--- config.mk ---
export PLATFORM = sky130hd
export DESIGN_NAME = axi_aw_arbiter
export DESIGN_NICKNAME = d
export VERILOG_FILES = /design/src/rtl/axi_aw_arbiter.sv
export SDC_FILE = /design/constraint.sdc
export NUM_CORES = 1
export LEC_CHECK = 0
export CORE_MARGIN = 8
export CORE_UTILIZATION = 45
export CTS_CLUSTER_DIAMETER = 80
export DETAILED_ROUTE_END_ITERATION = 8
export GPL_ROUTABILITY_DRIVEN = 0
export PLACE_DENSITY = 0.84
export SLEW_MARGIN = 30
export SYNTH_ARGS = -nofsm -noshare
export SYNTH_HDL_FRONTEND = slang
export SYNTH_SLANG_ARGS = --single-unit
--- constraint.sdc ---
create_clock -name ACLK -period 6.2 [get_ports ACLK]
set_input_delay 0.93 -clock ACLK [delete_from_list [all_inputs] [get_ports ACLK]]
set_output_delay 0.93 -clock ACLK [all_outputs]
set_load 0.02 [all_outputs]
--- src/rtl/axi_aw_arbiter.sv ---
// Round-robin arbiter merging several AXI write-address channels onto one slave port.
// A small FIFO records the winning master of each address so the W channel can be routed.
module axi_aw_arbiter #(
   parameter int NUM_M      = 2,
   parameter int ID_BITS    = 4,
   parameter int ADDR_BITS  = 32,
   parameter int LEN_BITS   = 4,
   parameter int SIZE_BITS  = 3,
   parameter int FIFO_DEPTH = 4
) (
   input  logic                          ACLK,
   input  logic                          ARESET,
   input  logic [NUM_M*ID_BITS-1:0]      AWID_M,
   input  logic [NUM_M*ADDR_BITS-1:0]    AWADDR_M,
   input  logic [NUM_M*LEN_BITS-1:0]     AWLEN_M,
   input  logic [NUM_M*SIZE_BITS-1:0]    AWSIZE_M,
   input  logic [NUM_M*2-1:0]            AWBURST_M,
   input  logic [NUM_M-1:0]              AWVALID_M,
   output logic [NUM_M-1:0]              AWREADY_M,
   output logic [ID_BITS+3:0]            AWID_S,
   output logic [ADDR_BITS-1:0]          AWADDR_S,
   output logic [LEN_BITS-1:0]           AWLEN_S,
   output logic [SIZE_BITS-1:0]          AWSIZE_S,
   output logic [1:0]                    AWBURST_S,
   output logic                          AWVALID_S,
   input  logic                          AWREADY_S,
   input  logic                          WLAST_HS,
   output logic [3:0]                    WSEL,
   output logic                          WSEL_VALID
);

   localparam int CNT_W  = $clog2(FIFO_DEPTH) + 1;
   localparam int FPTR_W = $clog2(FIFO_DEPTH);

   typedef enum logic {IDLE, HOLD} state_t;

   state_t              state;
   logic [3:0]          ptr;
   logic [3:0]          fifo_mem [FIFO_DEPTH];
   logic [FPTR_W-1:0]   rd_ptr;
   logic [FPTR_W-1:0]   wr_ptr;
   logic [CNT_W-1:0]    count;
   logic                full;
   logic                accept;
   logic                pop;
   logic                hi_found;
   logic                lo_found;
   logic [3:0]          hi_grant;
   logic [3:0]          lo_grant;
   logic [3:0]          grant;
   logic [ID_BITS-1:0]  sel_id;
   logic [ADDR_BITS-1:0] sel_addr;
   logic [LEN_BITS-1:0] sel_len;
   logic [SIZE_BITS-1:0] sel_size;
   logic [1:0]          sel_burst;

   // Lowest valid index at or above the pointer wins; otherwise wrap to the lowest below it.
   always_comb begin
      hi_found = 1'b0;
      lo_found = 1'b0;
      hi_grant = '0;
      lo_grant = '0;
      for (int i = NUM_M - 1; i >= 0; i--) begin
         if (AWVALID_M[i] && (4'(i) >= ptr)) begin
            hi_found = 1'b1;
            hi_grant = 4'(i);
         end
         if (AWVALID_M[i] && (4'(i) < ptr)) begin
            lo_found = 1'b1;
            lo_grant = 4'(i);
         end
      end
      grant = hi_found ? hi_grant : lo_grant;
   end

   always_comb begin
      sel_id    = '0;
      sel_addr  = '0;
      sel_len   = '0;
      sel_size  = '0;
      sel_burst = '0;
      for (int i = 0; i < NUM_M; i++) begin
         if (grant == 4'(i)) begin
            sel_id    = AWID_M[i*ID_BITS +: ID_BITS];
            sel_addr  = AWADDR_M[i*ADDR_BITS +: ADDR_BITS];
            sel_len   = AWLEN_M[i*LEN_BITS +: LEN_BITS];
            sel_size  = AWSIZE_M[i*SIZE_BITS +: SIZE_BITS];
            sel_burst = AWBURST_M[i*2 +: 2];
         end
      end
   end

   // Full comes from the registered count, so a same-cycle pop never frees a slot early.
   assign full      = (count == CNT_W'(FIFO_DEPTH));
   assign accept    = !ARESET && (state == IDLE) && (|AWVALID_M) && !full;
   assign pop       = WLAST_HS && (count != '0);
   assign AWREADY_M = accept ? (NUM_M'(1) << grant) : '0;
   assign WSEL       = fifo_mem[rd_ptr];
   assign WSEL_VALID = (count != '0);

   always_ff @(posedge ACLK or posedge ARESET) begin
      if (ARESET) begin
         state     <= IDLE;
         ptr       <= '0;
         AWVALID_S <= 1'b0;
         AWID_S    <= '0;
         AWADDR_S  <= '0;
         AWLEN_S   <= '0;
         AWSIZE_S  <= '0;
         AWBURST_S <= '0;
      end else begin
         case (state)
            IDLE: begin
               if (accept) begin
                  AWID_S    <= {grant, sel_id};
                  AWADDR_S  <= sel_addr;
                  AWLEN_S   <= sel_len;
                  AWSIZE_S  <= sel_size;
                  AWBURST_S <= sel_burst;
                  AWVALID_S <= 1'b1;
                  ptr       <= (grant == 4'(NUM_M - 1)) ? 4'd0 : grant + 4'd1;
                  state     <= HOLD;
               end
            end
            HOLD: begin
               if (AWREADY_S) begin
                  AWVALID_S <= 1'b0;
                  state     <= IDLE;
               end
            end
            default: state <= IDLE;
         endcase
      end
   end

   always_ff @(posedge ACLK or posedge ARESET) begin
      if (ARESET) begin
         rd_ptr <= '0;
         wr_ptr <= '0;
         count  <= '0;
         for (int i = 0; i < FIFO_DEPTH; i++) begin
            fifo_mem[i] <= '0;
         end
      end else begin
         if (accept) begin
            fifo_mem[wr_ptr] <= grant;
            wr_ptr           <= wr_ptr + 1'b1;
         end
         if (pop) begin
            rd_ptr <= rd_ptr + 1'b1;
         end
         case ({accept, pop})
            2'b10:   count <= count + 1'b1;
            2'b01:   count <= count - 1'b1;
            default: count <= count;
         endcase
      end
   end

endmodule

==> flow_summary.toml <==
[run_status]
status = "finished, final reports clean"

[sta]
setup_ws_ns = 1.20
hold_viol_final = 0
fmax_ghz = 0.200
slew_headroom = 0.371
skew_ns = 0.00743
rsz0062_at_grt = "no"
tightestPinTransition_ns = 0.943
finalCritPeriodShare = 0.807
slew_violations = 0
period_needed_ns = 5.00
setup_tns_ns = 0
final-setup-viol-count = 0

[place]
dp_slack_ns = 1.23
dp_hpwl_mm = 7.31
place_inst = 546
portBuffers = 146

[route]
wirelength_mm = 11.2
wl_per_cell_um = 19.9
firstDrtPassIters = 4
vias = 3459
drc = 0
drt_iter0_drc = 253
vias_per_cell = 6.15
detail-route-antenna-nets = 0

[hold_path]
min_path_type = "flop to flop"

[synth]
synth_seq_cells = 60
synth_top_area_share = 0.459
synth_flop_cell = "dfrtp_1"
yosys.area.top_type = "dfrtp_1"
synth_seq_area_share = 0.459
netlist-cell-type-count = 30
synth_area_um2 = 3270
postSynthCellCount = 344
syn_area_per_cell_um2 = 9.50
synth_edf_count = 0
synthTopCellsByArea = "dfrtp_1 (46%), a31oi_1 (17%), o211ai_1 (10%)"
yosysWarnings = 0
async_flop_share = 1.00

[layout]
area.growth.synth_to_final_pct = 49.5
final_cell_count_no_fill = 562
finalNetCount = 560
drive_gt1_frac = 0.0778
num_antenna_cells = 0
fin_util = 0.685

[worst_setup_path]
cp.required_ns = 5.27
path_common_cell = "clkdlybuf4s50_1"
crit_chain = "clkdlybuf4s50_1 -> nor2_4 -> buf_4 -> and3_2 -> inv_1 -> nor3_1 -> clkdlybuf4s50_1"
path_buf_inv = 4
crit_fanout = 51
path_class = "primary input to output pin"
cp_slowest_cell = "and3_2"
worstSetupEndpointType = "output pin"
cpPeakStageDelay_ns = 0.93
critical-path-top-delay-family = "buffers and inverters"
cp-start-kind = "primary input"
cp.arrival_ns = 4.07

[clock_tree]
postCtsSetupRepairBufs = 0
clock_path_buffers = 2
cts_resized = 0
root_buffer = "clkbuf_8"
cts_tree = "yes"
clock_latency_ns = 0.33
cts_sinks = 60
cts_max_level = 3
clk_pin_slew_ns = 0.07
holdBufCountCts = 0
cts_buffers = 9

[floorplan]
core_area_um2 = 7140
io_pins = 153
dieHeight_um = 101
dieArea_um2 = 10200
initial_utilization = 0.458
die_x_um = 101
num_rows = 31

[power_and_ir_drop]
p_clk_frac = 0.171
p_comb_frac = 0.513
switching_share = 0.400
seq_power_share = 0.317
intPower_w = 0.00136
powerDensity_nw_per_um2 = 462
ir_worst_vdd_v = 0.000209
p_leak_nw = 1.81
p_sw_w = 0.000904

[grt]
antenna_found_initial = 0
grt_overflow_total = 0
grt_max_degree = 52
grt.total_usage = 0.211
grt_pass1_vias = 3517
grt_pass1_wl_mm = 17.2

[job]
maxCapViolCount = 0
==> cells in the final DEF, fill, tap and decap left out, drive strengths merged, types with 4 or more instances in the layout <==
cell,n
clkdlybuf4s50,145
nand4,4
inv,10
clkbuf,11
o21ai,46
a31oi,91
dfrtp,60
ha,5
o211ai,45
mux2,6
buf,6
nor2,4
conb,6
==> state kept, by name, indices dropped and copies added, names as in the netlist <==
register / flops
AWLEN_S: 4
ptr: 1
rd_ptr: 2
AWADDR_S: 32
state: 1
AWVALID_S: 1
fifo_mem: 4
AWBURST_S: 2
count: 3
wr_ptr: 2
AWSIZE_S: 3
AWID_S: 5
==> cell usage after synthesis (3+ instances only) <==
cell type / count
o21ai_0: 46
xnor2_1: 3
o211ai_1: 45
buf_6: 3
inv_1: 9
mux2_2: 6
buf_4: 6
buf_2: 4
clkbuf_1: 40
xor2_1: 3
ha_1: 5
nand4_1: 4
dfrtp_1: 60
nor2_1: 4
a31oi_1: 91
==> through the flow <==
stage / power [W] / hold WS (ns) / cell area [µm²]
after CTS: 0.00227 / 0.495 / 4880
after global routing: 0.00238 / 0.523 / 4890
after global placement: 0.00184 / 0.476 / 4670
final: 0.00226 / 0.496 / 4890
after floorplan: 0.00136 / 0.440 / 3290
after detailed placement: 0.00187 / 0.486 / 4670
==> per-layer routing <==
metal	global-route usage	share of wire	wire length, µm
met1	0.249	0.39	4350
met3	0.0557	0.086	958
met5	0	0	0
met2	0.345	0.50	5550
met4	0.108	0.027	299
==> cells by family (layout without fill, tap and decap cells) <==
family | count (synthesis) | after routing | share of synthesized area
other | 1 | 6 | 0.00115
and+or+nand+nor | 15 | 15 | 0.0253
DFF | 60 | 60 | 0.459
buffers and inverters | 63 | 177 | 0.0876
AOI/OAI and AO/OA | 185 | 185 | 0.355
muxes | 8 | 8 | 0.0306
adders and majority gates | 6 | 6 | 0.0253
xor gates and xnor gates | 6 | 6 | 0.0161
==> path summary, 6_finish.rpt <==
kind                       cells past startpoint                  start  slack [ns]                      end
setup / recovery                               7                 ARESET        1.20             AWREADY_M[1]
hold / removal                                 1  rd_ptr[1]$_DFFE_PP0P_        0.50    rd_ptr[1]$_DFFE_PP0P_
setup reg to reg                               9   count[2]$_DFFE_PP0P_        2.87     count[2]$_DFFE_PP0P_
hold reg to reg                                1  rd_ptr[1]$_DFFE_PP0P_        0.50    rd_ptr[1]$_DFFE_PP0P_
max in group asynchronous                      3                 ARESET        4.27  AWSIZE_S[1]$_DFFE_PP0P_
min in group asynchronous                      2                 ARESET        1.08    rd_ptr[1]$_DFFE_PP0P_
==> final cells by class <==
class | instances | area [µm²]
clock buffer | 11 | 141
inverter | 10 | 37.5
timing repair buffer | 151 | 1490
clock inverter | 5 | 75.1
fill | 589 | 2250
tap | 99 | 124
multi-input combinational | 226 | 1510
sequential | 60 | 1500
==> power groups by stage <==
stage / registers, W / clock network, W / logic [W]
3_5_place_dp: 0.000721 / 0 / 0.00115
4_1_cts: 0.000715 / 0.000388 / 0.00116
3_3_place_gp: 0.000709 / 0 / 0.00113
2_1_floorplan: 0.000885 / 0 / 0.000470
6_report: 0.000715 / 0.000385 / 0.00116
5_1_grt: 0.000741 / 0.000408 / 0.00124
No activity file was read; power rests on OpenSTA's default activity.
==> RTL edit, RTL diff (same flow settings) <==
Make the reset (`ARESET`) synchronous in 2 clocked blocks.
--- a/src/rtl/axi_aw_arbiter.sv
+++ b/src/rtl/axi_aw_arbiter.sv
@@ -100,3 +100,3 @@
 
-   always_ff @(posedge ACLK or posedge ARESET) begin
+   always_ff @(posedge ACLK) begin
       if (ARESET) begin
@@ -135,3 +135,3 @@
 
-   always_ff @(posedge ACLK or posedge ARESET) begin
+   always_ff @(posedge ACLK) begin
       if (ARESET) begin
Formal check against the unedited RTL: differs if ARESET is asserted again (counterexample within 4 cycles, from zero or initial values and one cycle with ARESET high); with ARESET held inactive, the same outputs for 10 cycles.
==> RTL edit against the original RTL <==
  * Core utilization increased by 0.72 points
  * Sequential share of layout area fell by 3.2 points
  * Maximum frequency grew 23%
  * Count of clock-buffer cells in the layout rose by 1
  * Wire length is 3.9% lower
  * Design area decreased by 4.9%
  * Sequential cell count increased by 2
  * Area after synthesis fell by 5.5%
  * Worst hold slack worse by 0.026 ns
  * Worst setup slack better by 0.95 ns
  * Critical path type unchanged
  * Critical endpoint unchanged
Power is not compared: it rests on default switching activity, and its combinational part moved more than twofold at a synthesized area within 25%.
==> RTL edit: results (changes against the original RTL) <==
outcome complete, no violations; Seq/Total Area, Yosys 41.5% (-4.4 points); Worst path slowest cell nand2b_2; number of enable flip-flop cells after synthesis 4 (+4); worst reg2reg setup slack 3.96 ns (+1.09 ns); Worst R2R End count[2]$_SDFFE_PP0P_; nets 568 (+1.4%); layout cells sized above 1 6.32% (-1.5 points); Post-CTS Setup Inserts 0 (unchanged); critical path arrival 3.12 ns (-0.95 ns); vias in the first global route 3447 (-2.0%); synth top area cells dfxtp_1 38%, a311oi_1 13%, a31oi_1 9.1%, o21ai_0 7.8%, nand3_1 7.3%; asr flop ratio synth 0% (-100 points); initial antenna violation count 0 (unchanged); ant diodes 0 (unchanged); final instance count without filler cells 555 (-1.2%); Tot GR Track Use 21.4% (+0.28 points); IO Port Bufs 146 (unchanged); First DRT Iteration DRCs 198 (-22%); M2 GR Usage 35.1% (+0.57 points); Netlist cell types 38 (+27%); Post-CTS Resized 0 (unchanged); Reg-to-Reg Start count[2]$_SDFFE_PP0P_; Hold EP AWVALID_S$_SDFFE_PP0P_; min-delay src AWVALID_S$_SDFFE_PP0P_; Clock Skews 0.00987 ns (+0.00244 ns); CTS root buffer clkbuf_8; CP max FO 47 (-7.8%); post-DP HPWL 7250 microns (-0.81%); CP peak stage delay 0.68 ns (-0.25 ns); grt met3 use 6.55% (+0.99 points); number of cells after detailed placement 539 (-1.3%); relative slew slack 36.8% (-0.35 points); hold_ws 0.470 ns (-0.0263 ns); dpl cell area 4430 sq um (-5.0%); grt met1 use 24.7% (-0.19 points); total routed wirelength 10700 microns (-3.9%); dpl ws 2.15 ns (+0.913 ns); largest net degree at the start of global routing 59 (+13%); DR vias/cell 6.03 (-2.0%); largest registers AWADDR_S (32), AWID_S (5); most common library cells after synthesis 58 x dfxtp_1, 48 x o21ai_0, 45 x a311oi_1, 45 x a31oi_1, 45 x nand3_1; Detailed Routing Iterations Pass 1 5 (+1); clock-pin slew on the worst setup and hold paths 0.07 ns (about the same); syn avg cell area 8.70 sq um (-8.5%); first-pass GRT wire length 17200 microns (about the same); Skew-Pair Late Insertion Delay 0.33 ns (about the same)
-- RTL edit: cell type report --
type                            count  area, sq um
Fill cell                         550         2070
Multi-Input combinational cell    237         1530
Timing Repair Buffer              150         1480
Sequential cell                    62         1280
Clock buffer                       12          145
Tap cell                           80          100
Clock inverter                      4         70.1
Inverter                           10         37.5
-- RTL edit: how the worst max path moves through the flow --
stage               slack, ns         start            to
floorplan                3.30        ARESET  AWREADY_M[0]
global placement         2.16  AWVALID_M[0]  AWREADY_M[1]
detailed placement       2.15  AWVALID_M[0]  AWREADY_M[1]
CTS                      2.14  AWVALID_M[0]  AWREADY_M[1]
global route             2.03  AWVALID_M[0]  AWREADY_M[1]
finish                   2.15  AWVALID_M[0]  AWREADY_M[1]
-- RTL edit: critical path: cells and delay by family --
kind	cells	cell delay [ns]
and+or+nand+nor	2	1.00
buffers and inverters	3	1.19
-- RTL edit: cell families (layout without fill, tap and decap cells) --
kind of cell,Yosys count,in the layout,synth area share [%]
adder cells (fa/ha/maj),2,2,1.05
buffers and inverters,61,176,10.1
AND/OR/NAND/NOR,70,70,12.1
multiplexers,2,2,1.05
AO/OA/AOI/OAI,153,153,32.9
other,1,6,0.121
flip-flops,62,62,41.5
XOR/XNOR,4,4,1.13
-- RTL edit: routing by layer --
metal / vias up / part of all wire, %
met2: 194 / 47
met4: 0 / 2.5
li1: 1606 / -
met3: 19 / 9.9
met1: 1530 / 40
met5: - / 0
-- RTL edit: power groups by stage --
stage | clock (mW) | sequential, mW | combinational [mW]
detailed placement | 0 | 0.528 | 0.533
floorplan | 0 | 0.576 | 0.268
finish | 0.389 | 0.520 | 0.534
global route | 0.410 | 0.529 | 0.578
global placement | 0 | 0.525 | 0.523
CTS | 0.394 | 0.520 | 0.536
